`config.mk`:
```
export PLATFORM = sky130hd
export DESIGN_NAME = keypad_scanner_4x4_flat
export DESIGN_NICKNAME = d
export VERILOG_FILES = /design/src/rtl/keypad_scanner_4x4_if.sv /design/src/rtl/keypad_scanner_4x4.sv /design/src/flat_wrapper.sv
export SDC_FILE = /design/constraint.sdc
export NUM_CORES = 1
export LEC_CHECK = 0
export CORE_MARGIN = 2
export CORE_UTILIZATION = 45
export DETAILED_ROUTE_END_ITERATION = 16
export PLACE_DENSITY = 0.78
export RECOVER_POWER = 50
export SKIP_CTS_REPAIR_TIMING = 1
export SYNTH_ARGS = -nofsm -noshare
export SYNTH_HDL_FRONTEND = slang
export SYNTH_SLANG_ARGS = --single-unit
```
`constraint.sdc`:
```
create_clock -name clk -period 2.4 [get_ports clk]
set_input_delay 0.24 -clock clk [delete_from_list [all_inputs] [get_ports clk]]
set_output_delay 0.24 -clock clk [all_outputs]
set_load 0.01 [all_outputs]
```
`src/rtl/keypad_scanner_4x4_if.sv`:
```
// Row drive, column sense and key-event signals between the 4x4 scanner
// and its keypad/consumer side.
interface keypad_scanner_4x4_if;
  logic [3:0]  row;
  logic [3:0]  col;
  logic [15:0] key_onehot;
  logic        key_valid;
  logic        key_held;
  logic        key_release;

  modport master (
    output row,
    output key_onehot,
    output key_valid,
    output key_held,
    output key_release,
    input  col
  );

  modport slave (
    input  row,
    input  key_onehot,
    input  key_valid,
    input  key_held,
    input  key_release,
    output col
  );
endinterface

```
`src/rtl/keypad_scanner_4x4.sv`:
```
// 4x4 matrix keypad scanner: row-by-row scan, press/release debounce,
// single-key acceptance with one-hot key code and press/release strobes.
module keypad_scanner_4x4 #(
  parameter int unsigned SCAN_DIV        = 4,
  parameter int unsigned DEBOUNCE_CYCLES = 8
) (
  input  logic                   clk,
  input  logic                   rst_n,
  keypad_scanner_4x4_if.master   kp
);

  typedef enum logic [1:0] {
    SCAN,
    DEBOUNCE,
    PRESSED,
    RELEASE
  } state_t;

  localparam int unsigned DW = (SCAN_DIV > 1) ? $clog2(SCAN_DIV) : 1;
  localparam int unsigned CW = $clog2(DEBOUNCE_CYCLES + 1);
  localparam logic [DW-1:0] DWELL_LAST = DW'(SCAN_DIV - 1);
  localparam logic [CW-1:0] COUNT_LAST = CW'(DEBOUNCE_CYCLES - 1);

  state_t          state_q, state_d;
  logic [3:0]      row_q, row_d;
  logic [DW-1:0]   dwell_q, dwell_d;
  logic [CW-1:0]   count_q, count_d;
  logic [3:0]      cap_col_q, cap_col_d;
  logic [15:0]     key_q, key_d;
  logic            valid_q, valid_d;
  logic            held_q, held_d;
  logic            release_q, release_d;

  function automatic logic [1:0] enc4(input logic [3:0] oh);
    logic [1:0] idx;
    idx = 2'd0;
    for (int unsigned i = 0; i < 4; i++) begin
      if (oh[i]) idx = 2'(i);
    end
    return idx;
  endfunction

  function automatic logic [3:0] next_row(input logic [3:0] r);
    return {r[2:0], r[3]};
  endfunction

  always_ff @(posedge clk) begin
    if (!rst_n) begin
      state_q   <= SCAN;
      row_q     <= 4'b0001;
      dwell_q   <= '0;
      count_q   <= '0;
      cap_col_q <= '0;
      key_q     <= '0;
      valid_q   <= 1'b0;
      held_q    <= 1'b0;
      release_q <= 1'b0;
    end else begin
      state_q   <= state_d;
      row_q     <= row_d;
      dwell_q   <= dwell_d;
      count_q   <= count_d;
      cap_col_q <= cap_col_d;
      key_q     <= key_d;
      valid_q   <= valid_d;
      held_q    <= held_d;
      release_q <= release_d;
    end
  end

  always_comb begin
    state_d   = state_q;
    row_d     = row_q;
    dwell_d   = dwell_q;
    count_d   = count_q;
    cap_col_d = cap_col_q;
    key_d     = key_q;
    valid_d   = 1'b0;
    held_d    = held_q;
    release_d = 1'b0;

    unique case (state_q)
      SCAN: begin
        // Columns are only trusted in the last cycle of the row dwell.
        if (dwell_q == DWELL_LAST) begin
          dwell_d = '0;
          if ($onehot(kp.col)) begin
            cap_col_d = kp.col;
            count_d   = '0;
            state_d   = DEBOUNCE;
          end else begin
            row_d = next_row(row_q);
          end
        end else begin
          dwell_d = dwell_q + DW'(1);
        end
      end

      DEBOUNCE: begin
        if (kp.col == cap_col_q) begin
          if (count_q == COUNT_LAST) begin
            count_d = '0;
            state_d = PRESSED;
            key_d   = 16'h0001 << {enc4(row_q), enc4(cap_col_q)};
            valid_d = 1'b1;
            held_d  = 1'b1;
          end else begin
            count_d = count_q + CW'(1);
          end
        end else begin
          state_d = SCAN;
          dwell_d = '0;
        end
      end

      PRESSED: begin
        if (kp.col != cap_col_q) begin
          count_d = '0;
          state_d = RELEASE;
        end
      end

      RELEASE: begin
        if (kp.col == 4'b0000) begin
          if (count_q == COUNT_LAST) begin
            count_d   = '0;
            release_d = 1'b1;
            held_d    = 1'b0;
            row_d     = next_row(row_q);
            dwell_d   = '0;
            state_d   = SCAN;
          end else begin
            count_d = count_q + CW'(1);
          end
        end else if (kp.col == cap_col_q) begin
          state_d = PRESSED;
        end else begin
          count_d = '0;
        end
      end

      default: state_d = SCAN;
    endcase
  end

  assign kp.row         = row_q;
  assign kp.key_onehot  = key_q;
  assign kp.key_valid   = valid_q;
  assign kp.key_held    = held_q;
  assign kp.key_release = release_q;

  a_strobes_exclusive: assert property (@(posedge clk) disable iff (!rst_n)
    !(valid_q && release_q));
  a_key_onehot0: assert property (@(posedge clk) disable iff (!rst_n)
    $onehot0(key_q));

endmodule
```
`src/flat_wrapper.sv`:
```
// flat-port wrapper written by rule: the top's interface ports become plain ports
module keypad_scanner_4x4_flat 
#(
  parameter int unsigned SCAN_DIV        = 4,
  parameter int unsigned DEBOUNCE_CYCLES = 8
)
  (clk, rst_n, kp_row, kp_key_onehot, kp_key_valid, kp_key_held, kp_key_release, kp_col);
  keypad_scanner_4x4_if kp_i ();
  input  logic clk;
  input  logic rst_n;
  output wire logic [$bits(kp_i.row)-1:0] kp_row;
  output wire logic [$bits(kp_i.key_onehot)-1:0] kp_key_onehot;
  output wire logic [$bits(kp_i.key_valid)-1:0] kp_key_valid;
  output wire logic [$bits(kp_i.key_held)-1:0] kp_key_held;
  output wire logic [$bits(kp_i.key_release)-1:0] kp_key_release;
  input wire logic [$bits(kp_i.col)-1:0] kp_col;
  assign kp_row = kp_i.row;
  assign kp_key_onehot = kp_i.key_onehot;
  assign kp_key_valid = kp_i.key_valid;
  assign kp_key_held = kp_i.key_held;
  assign kp_key_release = kp_i.key_release;
  assign kp_i.col = kp_col;
  keypad_scanner_4x4 #(.SCAN_DIV(SCAN_DIV), .DEBOUNCE_CYCLES(DEBOUNCE_CYCLES)) u_core (.clk(clk), .rst_n(rst_n), .kp(kp_i));
endmodule
```
==> summary.md <==
| Metric | Value |
|---|---|
| Cell taking the most area after synthesis | dfxtp_1 |
| GRT Resource Usage Total | 0.1949 |
| Largest net degree at the start of global routing | 17 |
| CP max stage cell | or4b_4 |
| Vias | about 1.3k |
| Combinational power share | 0.105 |
| Hold Violations, Final | 0 |
| WL/cell | roughly 15 um |
| Layout net count | 212 |
| Max Slew Vio Count | 0 |
| Worst path top cell family by delay | simple AND/OR/NAND/NOR gates |
| Die Wd | 63.29 um |
| Setup TNS | 0 ps |
| Switching pwr | 0.2713 mW |
| EDFF count, synth | 0 |
| Lkg Pwr | ~0.86 nW |
| DR pass1 iterations | 4 |
| Crit path max fanout | 6 |
| Remaining global-route overflow | 0 |
| Internal power | 0.8695 mW |
| CTS buffer count | 5 |
| WS Path Type | input pin to flip-flop |
| Hpwl dp | 2753 um |
| Max Buffers Root-to-Sink | 2 |
| Global-route wire length before repair | 5961 um |
| CTS Sinks | 35 |
| Die Y | 63.29 um |
| Core Region | roughly 0.0034 mm^2 |
| WP buf/inv | 2 |
| Seq/Total Area, Yosys | 0.4430 |
| Critical Path RT | 2680 ps |
| Library cells used by synthesis | between 40 and 50 |
| Port Buffers | 28 |
| Synthesis-to-layout area growth | 34.02% |
| FF+latch count, synth | 35 |
| Main area contributors after synthesis | dfxtp_1, o2bb2ai_1, ha_1 |
| Max-cap violations | 0 |
| Syn Nets | 172 |
| Mapped Cells | 158 |
| Die Area | around 0.004 mm^2 |
| Number of global-route vias before repair | about 1.3k |
| DRT iter0 DRCs | 45 |
| Final period demand of the worst path | 2326 ps |
| Clk slew on worst S/H paths | 100 ps |
| Total Power | 1.141 mW |
| Avg Cell Area, Syn | 10.01 um^2 |
| Remaining antenna violation count | 0 |
| Final setup fails | 0 |
| Top Ports | 29 |
| Share of Yosys cell area claimed by the top area cell type | 0.4430 |
| Gpl congestion | around 0.83 |
| Skew final | around 9 ps |
| Root buffer cell | clkbuf_4 |
| Post-route DRC | 0 |
| Final Cycle Share | 0.9692 |
| Tightest Pin Transition | around 550 ps |
| Outcome | finished clean |
| Hold Crit Class | input pin to flip-flop |
| Slowest stage delay, CP | 500 ps |
| PwrDens | 538.2 mW/mm^2 |
| Clk pwr share | 0.371 |
| CTS tree | built |
| Crit path top cell by count | ha_4 |
| Async set or reset register ratio after synthesis | 0 |
| Critical Path Start Type | input pin |
| Vias/cell | 5.310 |
| CP arrival | about 2600 ps |
| Relative slew slack | 0.6363 |
| Worst vdd ir | 337.5 uV |
| FP Rows | 21 |
| Fmax | 429.9 MHz |
| Warnings from Yosys | 0 |
| Starting Density | 0.4702 |
| CP endpoint kind | flip-flop |
| Share of layout cells above drive strength 1 | 0.2060 |
| Worst-Skew Late Latency | approximately 350 ps |
| Max H-tree Level | 2 |
| Ant. Diodes | 0 |
| Switching share of power | 0.2378 |
| Reg power frac | 0.524 |
| Top FF cell, synth | dfxtp_1 |
| Final wirelength | about 3600 um |
| Antenna violations before repair | 0 |
| Critical-path cell list | buf_4, clkinv_4, ha_4, ha_4, fa_1, or3b_4, nor3b_4, a211oi_4, or4b_4, a21oi_2 |
| Synthesized cell area | 0.001582 mm^2 |
cells in the mapped netlist, drive strengths merged (2+ instances only):
cell type / count
o21ai: 4
nor2b: 4
nand3: 3
nand2b: 2
dfxtp: 35
a22o: 4
or4b: 2
nor3: 2
a21oi: 6
ha: 7
or3: 2
buf: 4
nand2: 9
nor4: 2
inv: 8
o2bb2ai: 12
xnor2: 4
mux2i: 8
nor2: 17
or3b: 2
clkbuf: 2
worst register-to-register path: cells and delay by family (launching register included):
family	cells	cell delay (ps)
AO/OA/AOI/OAI	1	310
adder cells (fa/ha/maj)	1	230
flip-flops	1	380
AND/OR/NAND/NOR	3	960
registers in the layout, summed over array words and instances (netlist names):
| register | cells |
|---|---|
| u_core.kp.key_onehot | 16 |
| u_core.cap_col_q | 4 |
| u_core.count_q | 4 |
| u_core.kp.row | 4 |
| u_core.dwell_q | 2 |
| u_core.state_q | 2 |
| u_core.kp.key_held | 1 |
| u_core.kp.key_release | 1 |
| u_core.kp.key_valid | 1 |
logic make-up after synthesis:
group           Yosys count  synth area share
mux                       8           0.05063
buf+inv                  14           0.04826
flops                    35            0.4430
xor+xnor                  4           0.02690
compound gates           36            0.1733
simple gates             53            0.1899
fa+ha+maj                 8           0.06804
final timing paths:
kind	from	to	slack (ps)	cells past startpoint
worst max-delay path	kp_col[1]	u_core.count_q[3]	70	10
worst min-delay path	kp_col[0]	u_core.cap_col_q[0]	260	4
worst max register to register	u_core.count_q[0]	u_core.kp.key_onehot[0]	420	5
worst min register to register	u_core.kp.key_held	u_core.kp.key_held	460	2
final cells by class:
cell class / count / area [um^2]
Fill cell: 299 / 1244
Multi-Input combinational cell: 109 / 870.8
Sequential cell: 35 / 700.7
Timing Repair Buffer: 39 / 361.6
Tap cell: 46 / 57.56
Inverter: 8 / 47.55
Clock inverter: 3 / 43.79
Clock buffer: 5 / 37.54
power groups by stage:
stage                     sequential, mW  clock [mW]  combinational (mW)
after global placement             0.610           0               0.111
after global routing               0.599       0.453               0.133
after CTS                          0.598       0.432               0.118
after detailed placement           0.611           0               0.117
after floorplan                    0.610           0              0.0746
final                              0.598       0.424               0.119
routing by layer:
layer | vias to the layer above | routed length, um | GRT usage
met5 | - | 0 | 0
met4 | 0 | 76 | 0.06522
met3 | 8 | 155 | 0.05893
met2 | 26 | 1866 | 0.3457
met1 | 617 | 1526 | 0.2225
li1 | 650 | - | -
per-stage QoR:
stage                       util  instances  hold WS, ps  area (um^2)  setup slack [ps]
after floorplan                -        158        301.9         1637            -18.27
after global placement    0.5978        237        447.9         2011            -715.4
after detailed placement  0.5978        237        445.2         2011            -782.9
after CTS                 0.6220        245        464.6         2092            -412.0
after global routing      0.6302        245        274.3         2120            -7.811
final                     0.6302        245        255.4         2120             73.93
placed cells by master (no fill, tap or decap), drive strengths merged, types with 2 or more instances in the layout:
cell	Yosys	final
a21oi	6	6
a22o	4	4
buf	4	13
clkbuf	2	7
clkinv	0	3
dfxtp	35	35
dlygate4sd3	0	23
ha	7	7
inv	8	7
mux2i	8	8
nand2	9	9
nand2b	2	2
nand3	3	3
nor2	17	17
nor2b	4	4
nor3	2	2
nor4	2	2
o21ai	4	4
o2bb2ai	12	12
or3	2	2
or3b	2	2
or4b	2	2
xnor2	4	4
No activity file was read; power rests on OpenSTA's default activity.
